`config.mk`:
```
export PLATFORM = sky130hd
export DESIGN_NAME = instr_fetch_ctrl
export DESIGN_NICKNAME = d
export VERILOG_FILES = /design/src/rtl/instr_fetch_pkg.sv /design/src/rtl/fetch_queue.sv /design/src/rtl/instr_fetch_ctrl.sv
export SDC_FILE = /design/constraint.sdc
export NUM_CORES = 1
export LEC_CHECK = 0
export ABC_AREA = 1
export CORE_ASPECT_RATIO = 0.8
export CORE_MARGIN = 8
export CORE_UTILIZATION = 30
export DETAILED_ROUTE_END_ITERATION = 16
export SETUP_SLACK_MARGIN = 0.5
export SLEW_MARGIN = 30
export SYNTH_ARGS = -nofsm -noshare
export SYNTH_HDL_FRONTEND = slang
export SYNTH_HIERARCHICAL = 1
export SYNTH_SLANG_ARGS = --single-unit
```
`constraint.sdc`:
```
create_clock -name CLK -period 4.8 [get_ports CLK]
set_input_delay 0.96 -clock CLK [delete_from_list [all_inputs] [get_ports CLK]]
set_output_delay 0.96 -clock CLK [all_outputs]
set_load 0.02 [all_outputs]
```
`src/rtl/instr_fetch_pkg.sv`:
```
// Shared types for the instruction fetch controller: FSM states and prefetch queue entry.
package instr_fetch_pkg;

    typedef enum logic [1:0] {
        FETCH,
        FULL,
        HALT
    } fetch_state_t;

    localparam int unsigned WORD_BYTES = 4;

    typedef struct packed {
        logic [31:0] pc;
        logic [31:0] instr;
    } fetch_entry_t;

endpackage

```
`src/rtl/fetch_queue.sv`:
```
// DEPTH-entry synchronous prefetch FIFO; flush beats push, and a pop in a flush cycle is legal.
module fetch_queue
    import instr_fetch_pkg::*;
#(
    parameter int unsigned DEPTH = 2,
    localparam int unsigned AW = $clog2(DEPTH),
    localparam int unsigned CW = AW + 1
) (
    input  logic          i_clk,
    input  logic          i_rst,
    input  logic          i_push,
    input  logic          i_pop,
    input  logic          i_flush,
    input  fetch_entry_t  i_data,
    output fetch_entry_t  o_head,
    output logic          o_full,
    output logic          o_empty,
    output logic [CW-1:0] o_count
);

    fetch_entry_t  r_mem [DEPTH];
    logic [AW-1:0] r_wr_ptr;
    logic [AW-1:0] r_rd_ptr;
    logic [CW-1:0] r_count;
    logic          w_do_push;
    logic          w_do_pop;

    assign o_empty   = (r_count == '0);
    assign o_full    = (r_count == CW'(DEPTH));
    assign o_count   = r_count;
    assign o_head    = r_mem[r_rd_ptr];
    assign w_do_pop  = i_pop & ~o_empty;
    assign w_do_push = i_push & ~i_flush & (~o_full | w_do_pop);

    always_ff @(posedge i_clk or posedge i_rst) begin
        if (i_rst) begin
            r_wr_ptr <= '0;
            r_rd_ptr <= '0;
            r_count  <= '0;
        end else if (i_flush) begin
            r_wr_ptr <= '0;
            r_rd_ptr <= '0;
            r_count  <= '0;
        end else begin
            if (w_do_push) r_wr_ptr <= r_wr_ptr + AW'(1);
            if (w_do_pop)  r_rd_ptr <= r_rd_ptr + AW'(1);
            r_count <= r_count + CW'(w_do_push) - CW'(w_do_pop);
        end
    end

    always_ff @(posedge i_clk) begin
        if (w_do_push) r_mem[r_wr_ptr] <= i_data;
    end

endmodule

```
`src/rtl/instr_fetch_ctrl.sv`:
```
// Instruction fetch controller: PC register, fetch FSM, legality check and decode handshake
// in front of a DEPTH-entry prefetch queue.
module instr_fetch_ctrl
    import instr_fetch_pkg::*;
#(
    parameter logic [31:0] RESET_PC  = 32'd0,
    parameter int unsigned MEM_BYTES = 400,
    parameter int unsigned DEPTH     = 2
) (
    input  logic        CLK,
    input  logic        RST,
    output logic [31:0] IM_ADDR,
    input  logic [31:0] IM_DATA,
    output logic [31:0] ID_INSTR,
    output logic [31:0] ID_PC,
    output logic        ID_VALID,
    input  logic        ID_READY,
    input  logic        BR_TAKEN,
    input  logic [31:0] BR_TARGET,
    output logic        FAULT
);

    localparam int unsigned CW = $clog2(DEPTH) + 1;

    fetch_state_t  r_state;
    fetch_state_t  w_state_next;
    logic [31:0]   r_pc;
    logic [31:0]   w_pc_next;
    logic          r_fault;
    logic          w_fault_set;
    logic          w_push;
    logic          w_pop;
    logic          w_flush;
    logic          w_legal;
    logic          w_full;
    logic          w_empty;
    logic [CW-1:0] w_count;
    fetch_entry_t  w_head;
    fetch_entry_t  w_entry;

    fetch_queue #(
        .DEPTH(DEPTH)
    ) u_queue (
        .i_clk   (CLK),
        .i_rst   (RST),
        .i_push  (w_push),
        .i_pop   (w_pop),
        .i_flush (w_flush),
        .i_data  (w_entry),
        .o_head  (w_head),
        .o_full  (w_full),
        .o_empty (w_empty),
        .o_count (w_count)
    );

    // 33-bit sum so a PC near 2^32 cannot wrap into a legal-looking address.
    assign w_legal  = (r_pc[1:0] == 2'b00) &&
                      (({1'b0, r_pc} + 33'(WORD_BYTES)) <= 33'(MEM_BYTES));
    assign w_entry  = '{pc: r_pc, instr: IM_DATA};
    assign w_pop    = ~w_empty & ID_READY;
    assign IM_ADDR  = r_pc;
    assign ID_VALID = ~w_empty;
    assign ID_INSTR = w_empty ? '0 : w_head.instr;
    assign ID_PC    = w_empty ? '0 : w_head.pc;
    assign FAULT    = r_fault;

    always_comb begin
        w_state_next = r_state;
        w_pc_next    = r_pc;
        w_push       = 1'b0;
        w_flush      = 1'b0;
        w_fault_set  = 1'b0;
        if (r_state != HALT && BR_TAKEN) begin
            w_flush      = 1'b1;
            w_pc_next    = BR_TARGET;
            w_state_next = FETCH;
        end else if ((r_state == FETCH && !w_full) || (r_state == FULL && w_pop)) begin
            if (w_legal) begin
                w_push    = 1'b1;
                w_pc_next = r_pc + 32'(WORD_BYTES);
                if (r_state == FETCH && !w_pop && w_count == CW'(DEPTH - 1))
                    w_state_next = FULL;
            end else begin
                w_fault_set  = 1'b1;
                w_state_next = HALT;
            end
        end
    end

    always_ff @(posedge CLK or posedge RST) begin
        if (RST) begin
            r_state <= FETCH;
            r_pc    <= RESET_PC;
            r_fault <= 1'b0;
        end else begin
            r_state <= w_state_next;
            r_pc    <= w_pc_next;
            if (w_fault_set) r_fault <= 1'b1;
        end
    end

endmodule

```
### Word-level counts from Yosys, hierarchy flattened

Memory sizes are Yosys's and may differ from the RTL's.
Index checks and enable logic that the tools add are counted.

| storage, ports and cells | value |
|---|---|
| bits of input ports | 68 |
| bits in registers | 39 |
| memories | 1 |
| bits in writable memories | 128 |
| word-level logic and storage cells | 68 |
| output and inout bits | 98 |

| cells by class | value |
|---|---|
| eq/ne operators | 5 |
| reductions and logical operators | 18 |
| mux-type cells | 23 |
| $add $sub $neg | 6 |
| $lt $le $gt $ge | 1 |
| bitwise gates (word level) | 8 |

Memory list:

| name | words | width | read ports | clocked after Yosys merged registers in | wr ports | line | text |
|---|---|---|---|---|---|---|---|
| u_queue.r_mem | 2 | 64 | 1 | 0 | 1 | fetch_queue.sv:21 | `fetch_entry_t r_mem [DEPTH];` |

Operators with widths:

| operator | number |
|---|---|
| $mux 32 | 5 |
| $add 32x3->33 const B | 1 |
| $le 33x9->1 const B | 1 |
| $add 32x3->32 const B | 1 |
| $mux 1 | 13 |
| $mux 2 | 5 |
| $reduce_bool 2->1 | 4 |
| $logic_and 1x1->1 | 6 |
| $logic_not 2->1 | 3 |
| $and 1x1->1 | 4 |
| $eq 2x1->1 const B | 2 |
| $reduce_and 2->1 | 2 |
| $ne 3x1->1 const B | 1 |
| $not 1->1 | 3 |
| $add 1x1->1 const B | 2 |
| $add 2x1->2 | 1 |
| $eq 2x2->1 const B | 1 |
| $logic_not 1->1 | 2 |
| $ne 2x2->1 const B | 1 |
| $sub 2x1->2 | 1 |
| $logic_or 1x1->1 | 1 |
| $or 1x1->1 | 1 |

### Longest topological paths before layout

Gate-level depths: netlist (run 1).

| logic depth | value |
|---|---|
| depth in word-level cells | 12 |
| depth in mapped cells | 25 |
| gate-level depth less buffers | 25 |

### By module

Netlist (run 1), hierarchy kept.

By module, submodules not included:

| module | sequential area each (µm²) | cells each | times used | area an instance (µm²) |
|---|---|---|---|---|
| fetch_queue | 3943.8 | 372 | 1 | 4953.5 |
| instr_fetch_ctrl | 875.8 | 537 | 1 | 3225.6 |

### Least setup slack after synthesis (run 1)

OpenSTA, ideal clock, no wires.

| path | value |
|---|---|
| path type | input-to-reg |
| from | input port BR_TAKEN |
| to | memory u_queue/r_mem[1][0] (netlist bit) (enable) |
| buffers on the path | 3 |
| stages on the path | 10 |
| required time | 4.314 ns |
| setup time | 0.486 ns |
| slack | -0.689 ns |
| arrival time | 5.003 ns |
| cells stage by stage | o21ai_0 -> clkbuf_1 -> inv_1 -> clkbuf_1 -> clkbuf_1 -> inv_1 -> nand2_1 -> inv_1 -> o21ai_2 -> nor2_1 |

| on the way | value |
|---|---|
| longest elaborated chain between the ends | 7 |
| elaborated cells on any way between the ends | 8 |
| classes of those cells | mux: 4; bitwise: 3; reduce/logical: 1 |

Ends and longest elaborated chain:

| element | line | text |
|---|---|---|
| start: declaration | instr_fetch_ctrl.sv:18 | `input logic BR_TAKEN,` |
| $logic_and 1x1->1 | instr_fetch_ctrl.sv:73 | `if (r_state != HALT && BR_TAKEN) begin` |
| $mux 1 | instr_fetch_ctrl.sv:73 |  |
| named net w_flush | instr_fetch_ctrl.sv:33 | `logic w_flush;` |
| $not 1->1 | fetch_queue.sv:33 | `assign w_do_push = i_push & ~i_flush & (~o_full \| w_do_pop);` |
| $and 1x1->1 (2 in series) | fetch_queue.sv:33 |  |
| $mux 1 | fetch_queue.sv:52 | `if (w_do_push) r_mem[r_wr_ptr] <= i_data;` |
| $mux 1 (implied by the code) | fetch_queue.sv:52 |  |
| end: declaration | fetch_queue.sv:21 |  |

The timed path passes the listed nets, and every way through them passes these cells.

### Final worst setup path (run 1)

| path | value |
|---|---|
| from | register r_pc[2] (netlist: IM_ADDR[2]) |
| to | memory u_queue/r_mem[0][35] (netlist bit) (enable) |

| on the way | value |
|---|---|
| longest elaborated chain between the ends | 10 |

Ends and longest elaborated chain:

| element | line | text |
|---|---|---|
| start: declaration | instr_fetch_ctrl.sv:27 | `logic [31:0] r_pc;` |
| start signal: assignment | instr_fetch_ctrl.sv:97 | `r_pc <= w_pc_next;` |
| $add 32x3->33 | instr_fetch_ctrl.sv:58 | `(({1'b0, r_pc} + 33'(WORD_BYTES)) <= 33'(MEM_BYTES));` |
| $le 33x9->1 | instr_fetch_ctrl.sv:58 |  |
| $logic_and 1x1->1 | instr_fetch_ctrl.sv:57 | `assign w_legal = (r_pc[1:0] == 2'b00) &&` |
| $mux 1 | instr_fetch_ctrl.sv:78 | `if (w_legal) begin` |
| $mux 1 | instr_fetch_ctrl.sv:77 | `end else if ((r_state == FETCH && !w_full) \|\| (r_state == FULL && w_pop)) begin` |
| $mux 1 | instr_fetch_ctrl.sv:73 |  |
| named net w_push | instr_fetch_ctrl.sv:31 | `logic w_push;` |
| $and 1x1->1 (2 in series) | fetch_queue.sv:33 |  |
| $mux 1 | fetch_queue.sv:52 |  |
| $mux 1 (implied by the code) | fetch_queue.sv:52 |  |

The timed path passes the listed nets, and every way through them passes these cells.

==> flow_metrics.tcl, run 1 <==
set metrics [dict create \
    status "finished, final reports clean" \
    drive_above_1_share_pct 10.6 \
    hold_path.class "reg2reg" \
    cts_htree_levels 4 \
    fillers 2686 \
    synth-edff-count 128 \
    path_class "reg2reg" \
    initial_core_util_pct 30.3 \
    final_hold_viol_count 0 \
    via_per_inst 4.29 \
    drc 0 \
    required_ns 4.84 \
    layout_common_cells "nand2_1 (355), clkdlybuf4s50_1 (165), edfxtp_1 (128)" \
    tightest_slew_ns 0.940 \
    synth_seq_cells 167 \
    final_nets 1145 \
    rrSetupSlack_ns 0.99 \
    async_flop_share_pct 23.4 \
    gp_congestion 0.867 \
    grt_pass1_vias 5957 \
    rr_startpoint "IM_ADDR[2]" \
    maxSlewViolCount 0 \
    ir_drop_v 0.000266 \
    hold_depth 2 \
    dr.pass1.iters 5 \
    fp.dieW_um 201 \
    clock-sinks 167 \
    cp.arrival_ns 3.86 \
    antenna_found_initial 0 \
    dieArea_um2 32800 \
    startpoint_type "flop" \
    synthCells 909 \
    final_area_um2 10800 \
    min_period_ns 3.81 \
    wl_met2_mm 9.83 \
    post_dp_cell_area_um2 10100 \
    cts_root_buf "clkbuf_16" \
    setup_tns_ns 0 \
    synth_fp_nets 980 \
    cp-end-kind "flop" \
    cp_max_fo 64 \
    clk_latency_ns 0.43 \
    power.density_nw_per_um2 446 \
    die_h_um 164 \
    grt_pass1_wl_mm 34.7 \
    routed-wl-met3_mm 1.23 \
    path_clk_slew_ns 0.07 \
    r2r_cells 20 \
    syn_area_per_cell_um2 9.00 \
    dp_hpwl_mm 15.2 \
    rsz0062_at_grt "no" \
    grt_max_degree 66 \
    synth_cell_types 32 \
    drtAntennaViolNets 0 \
    num_rows 54 \
    post_drt_wl_per_cell_um 15.3 \
    cts_tree "done" \
    cts_hold_buf 0 \
    area_growth_pct 31.4 \
    final_common_cell "nand2_1" \
    max-slew-margin-rel_pct 37.4 \
    p_leak_uw 0.00463 \
    port_buffers 165 \
    synthFlopType "edfxtp_1" \
    ys_seq_area_share_pct 58.9 \
    timing.rr.end "u_queue/r_mem[0][35]" \
    grtUsageTotal_pct 13.4 \
    diodes 0 \
    maxCapViolations 0 \
    fin_crit_sh_pct 79.4 \
    pre_cts_slack_ns 0.961 \
    wl_mm 22.1 \
    clockBufferDepth 2 \
    via_count 6221 \
    syn_area_um2 8180 \
    fin_worst_skew_ns 0.0105 \
    yosysWarnings 6 \
    max_freq_mhz 262 \
    fin_ws_ns 0.987 \
    hold_end "r_state[1]" \
    setup_viol 0 \
    cts_made_buffers 17 \
    core-area_um2 27000 \
    wl_met1_mm 10.9 \
    top_layer_used "met4" \
    drt_iter0_drc 358 \
    worstHoldStart "r_state[1]" \
    cts_resized 0 \
    num_io_pins 166 \
    postCtsSetupBuffers 0 \
    grt_overflow 0 \
]
-- where the power goes --
group | internal (uW) | total [uW] | switching (uW) | leakage (uW)
Clock | 794 | 1410 | 620 | 0.000293
Combinational | 521 | 1220 | 703 | 0.00271
Sequential | 1770 | 2160 | 388 | 0.00163
Total | 3080 | 4790 | 1710 | 0.00463
-- critical path: stages (launching register included) --
cell and delay, ns:
dfrtp_1 0.58, ha_1 0.27, nand2_1 0.09, nor2_2 0.16
nand3_1 0.14, nor2_1 0.17, nand2_1 0.07, nand2_1 0.08
nand3_1 0.06, nor2_1 0.10, nand2_1 0.07, nor2_2 0.16
nand2_4 0.10, nor3_1 0.16, nand2_1 0.10, inv_1 0.08
o21ai_2 0.09, inv_1 0.08, nand2_1 0.07, clkinv_2 0.04
buf_4 0.67
-- cell usage after synthesis, types with 3 or more instances --
cell type / number / area (um2)
nand4_1: 5 / 31.3
nand3_1: 34 / 170
ha_1: 3 / 37.5
buf_12: 3 / 60.1
o21ai_0: 8 / 40.0
clkbuf_1: 12 / 45.0
xnor2_1: 3 / 26.3
nor2_4: 3 / 33.8
nand2_4: 3 / 33.8
dfrtp_1: 39 / 976
buf_6: 10 / 113
nor2_1: 107 / 402
nand2_1: 355 / 1330
xor2_1: 6 / 52.6
edfxtp_1: 128 / 3840
o21bai_1: 3 / 22.5
nand2_2: 50 / 313
inv_1: 107 / 402
nand3b_1: 7 / 52.6
nor2_2: 6 / 37.5
-- worst max-delay path by stage --
| stage | start | to | slack (ns) | cells past startpoint |
|---|---|---|---|---|
| finish | IM_ADDR[2] | u_queue/r_mem[0][35] | 0.99 | 20 |
| floorplan | BR_TAKEN | u_queue/r_mem[0][0] | 0.67 | 12 |
| CTS | IM_ADDR[2] | u_queue/r_mem[0][14] | 0.98 | 20 |
| global route | IM_ADDR[2] | u_queue/r_mem[0][35] | 0.65 | 20 |
| global placement | BR_TAKEN | u_queue/r_mem[0][15] | 1.01 | 12 |
| detailed placement | BR_TAKEN | u_queue/r_mem[0][14] | 0.96 | 12 |
-- cells by family after synthesis --
| kind of cell | share of synthesized area (%) |
|---|---|
| xor+xnor | 0.964 |
| buf+inv | 7.97 |
| fa+ha+maj | 0.459 |
| flops | 58.9 |
| compound gates | 0.994 |
| simple gates | 30.7 |
-- through the flow --
step / utilization (%) / hold slack, ns / power [uW] / cells
detailed placement: 37.5 / 0.483 / 3430 / 1419
CTS: 39.8 / 0.505 / 4850 / 1451
floorplan: - / 0.463 / 2810 / 909
global route: 39.8 / 0.529 / 5060 / 1451
finish: 39.8 / 0.500 / 4790 / 1451
global placement: 37.5 / 0.466 / 3420 / 1419
-- sequential cells by signal, indices dropped and copies added, names as in the netlist --
| name | cells |
|---|---|
| FAULT | 1 |
| IM_ADDR | 32 |
| r_state | 2 |
| u_queue/o_count | 2 |
| u_queue/r_mem | 128 |
| u_queue/r_rd_ptr | 1 |
| u_queue/r_wr_ptr | 1 |
-- metal layers --
metal / up-vias / GRT usage, %
met3: 10 / 3.69
li1: 3164 / -
met5: - / 0
met1: 2901 / 18.6
met4: 0 / 2.70
met2: 146 / 20.9
-- layout make-up --
cell class	count	area, um2	share of cell area, %
sequential	167	4820	44.8
multi-input combinational	604	2720	25.3
timing repair buffer	175	1740	16.2
tap	364	455	4.24
clock buffer	18	429	3.99
inverter	109	410	3.82
clock inverter	14	180	1.68
Power figures use the tool's default switching activity.
==> inputs of run 2 (changes only) <==
==> constraint.sdc (replaced) <==
create_clock -name CLK -period 3.4 [get_ports CLK]
set_input_delay 0.68 -clock CLK [delete_from_list [all_inputs] [get_ports CLK]]
set_output_delay 0.68 -clock CLK [all_outputs]
set_load 0.02 [all_outputs]
==> run 2 against run 1 <==
  * Utilization increased by 5.4 points
  * Register-to-register slack got worse by 0.60 ns
  * Cell count grew 5.9%
  * Worst hold slack got worse by 0.024 ns
  * Wire length is 18% higher
  * Critical path type unchanged
  * Via count grew 8.0%
  * First-iteration DRC count decreased by 18%
  * Sequential cell count unchanged
  * Clock-buffer cell count fell by 1
==> flow_metrics.tcl, run 2 (same netlist as run 1, synthesis figures left out) <==
set metrics [dict create \
    grt_overflow 0 \
    maxSlewViolCount 0 \
    cp-end-kind "flop" \
    setup_tns_ns 0 \
    path_buf_inv 4 \
    grt_pass1_wl_mm 38.9 \
    power.density_nw_per_um2 596 \
    drc 0 \
    path_class "reg2reg" \
    antenna_found_initial 1 \
    ir_drop_v 0.000341 \
    clock-sinks 167 \
    dp_hpwl_mm 15.3 \
    largest_register_ffs 128 \
    p_leak_uw 0.00629 \
    r2r_cells 18 \
    area_growth_pct 49.3 \
    via_per_inst 4.37 \
    grt_max_degree 66 \
    wl_mm 26.1 \
    status "finished, final reports clean" \
    timing.rr.end "u_queue/r_mem[1][5]" \
    max-slew-margin-rel_pct 64.2 \
    setup_viol 0 \
    clk_latency_ns 0.44 \
    multi_input_area_um2 2880 \
    p_switching_uw 2650 \
    clockBufferDepth 2 \
    drive_above_1_share_pct 20.8 \
    maxCapViolations 0 \
    final_nets 1230 \
    fillers 2573 \
    final_common_cell "nand2_1" \
    layout_common_cells "nand2_1 (348), edfxtp_1 (128), inv_1 (103)" \
    path_clk_slew_ns 0.08 \
    cts_root_buf "clkbuf_16" \
    required_ns 3.55 \
    intPower_uw 4620 \
    via_count 6718 \
    startpoint_type "flop" \
    dieArea_um2 32800 \
    cp_max_fo 11 \
    power_frac_clock_pct 27.9 \
    rrSetupSlack_ns 0.39 \
    port_buffers 165 \
    cpLargestDelayFamily "simple AND/OR/NAND/NOR gates" \
    num_io_pins 166 \
    cts_htree_levels 4 \
    combPwrFrac_pct 32.5 \
    final_hold_viol_count 0 \
    regMostFlops "u_queue/r_mem" \
    layout.cells.non_filler 1537 \
    min_period_ns 3.01 \
    dr.pass1.iters 5 \
    sequentialPowerShare_pct 39.5 \
    slowest_delay_ns 0.42 \
    initial_core_util_pct 30.3 \
    drt_iter0_drc 295 \
    core-area_um2 27000 \
    post_dp_cell_area_um2 10300 \
    fp.dieW_um 201 \
    die_h_um 164 \
    final_area_um2 12200 \
    cts_tree "done" \
    switching_share_pct 36.5 \
    cpMaxStageDelayCell "dfrtp_2" \
    grt_pass1_vias 6726 \
    hold_path.class "in2async" \
    post_drt_wl_per_cell_um 17.0 \
    fin_crit_sh_pct 88.6 \
    grtUsageTotal_pct 15.3 \
    cp.arrival_ns 3.16 \
    cts_made_buffers 17 \
    layout.area.seq_um2 4840 \
    tightest_slew_ns 0.538 \
    cp_cell_sequence "ha_4 > nand3_1 > nor2_2 > nand2_1 > nand2_1 > nand2_1 > nor2_1 > nand3_1 > nor2_4 > nand2_4 > nor3_2 > nand2_1 > inv_1 > o21ai_2 > buf_4 > nor2_4 > buf_4 > clkbuf_16" \
    gp_congestion 0.895 \
    crit_top_cell "nand2_1" \
    rsz0062_at_grt "yes" \
    num_rows 54 \
    rr_startpoint "IM_ADDR[3]" \
    drtAntennaViolNets 0 \
    fin_worst_skew_ns 0.0187 \
    place_inst 1432 \
    max_freq_mhz 332 \
]
## run 2: cell types whose count changed in the layout (fill, tap and decap cells not counted), moves of 10 or more
cell             change
buf_12              +10
buf_16              +12
buf_4               +53
clkdlybuf4s50_1     -64
dfrtp_1             -16
dfrtp_2             +16
dlygate4sd2_1       +10
dlymetal6s2s_1      +53
nor2_1              -10
## run 2: how the worst max path moves through the flow
| stage | from | to | slack (ns) | cells after the start |
|---|---|---|---|---|
| 2_1_floorplan | IM_ADDR[2] | u_queue/r_mem[1][0] | 0.04 | 17 |
| 3_3_place_gp | IM_ADDR[6] | u_queue/r_mem[0][25] | 0.32 | 19 |
| 3_5_place_dp | IM_ADDR[2] | u_queue/r_mem[0][31] | 0.26 | 20 |
| 4_1_cts | u_queue/r_rd_ptr | ID_PC[22] | 0.40 | 7 |
| 5_1_grt | IM_ADDR[3] | u_queue/r_mem[1][48] | 0.17 | 20 |
| 6_report | IM_ADDR[3] | u_queue/r_mem[1][5] | 0.39 | 18 |
## run 2: metal layers
| layer | up-vias | GRT usage, % | wire [um] |
|---|---|---|---|
| met5 | - | 0 | 0 |
| met4 | 0 | 3.07 | 178 |
| met3 | 10 | 4.02 | 1410 |
| met2 | 181 | 25.1 | 11900 |
| met1 | 3190 | 20.4 | 12700 |
| li1 | 3337 | - | - |
## run 2: power groups by stage
stage          sequential [uW]  clock (uW)  combinational, uW
2_1_floorplan             3110           0                887
3_3_place_gp              2960           0               2010
3_5_place_dp              2980           0               2010
4_1_cts                   2870        2090               2330
5_1_grt                   2910        2170               2570
6_report                  2880        2030               2370
## run 2: per-stage QoR
step / utilization [%] / hold WS (ns) / power [uW] / worst slack, ns
final: 45.2 / 0.476 / 7280 / 0.387
after global routing: 45.2 / 0.490 / 7650 / 0.171
after CTS: 43.5 / 0.457 / 7290 / 0.405
after detailed placement: 38.3 / 0.457 / 4980 / 0.263
after global placement: 38.3 / 0.463 / 4970 / 0.320
after floorplan: - / 0.446 / 4000 / 0.0393
## run 2: layout make-up
cell class	instances	area share, %
antenna	1	0.0205
clock buffer	17	3.48
clock inverter	15	1.64
inverter	109	3.38
multi-input combinational	604	23.5
sequential	167	39.6
tap	364	3.73
timing repair buffer	260	24.6
## run 2: repair_timing
action	4_1_cts	5_1_grt
setup buffers	48	7
gates resized for setup	54	74
pin swaps	22	9
hold buffers	0	0
setup endpoints to repair	155	183
gates cloned	8	9
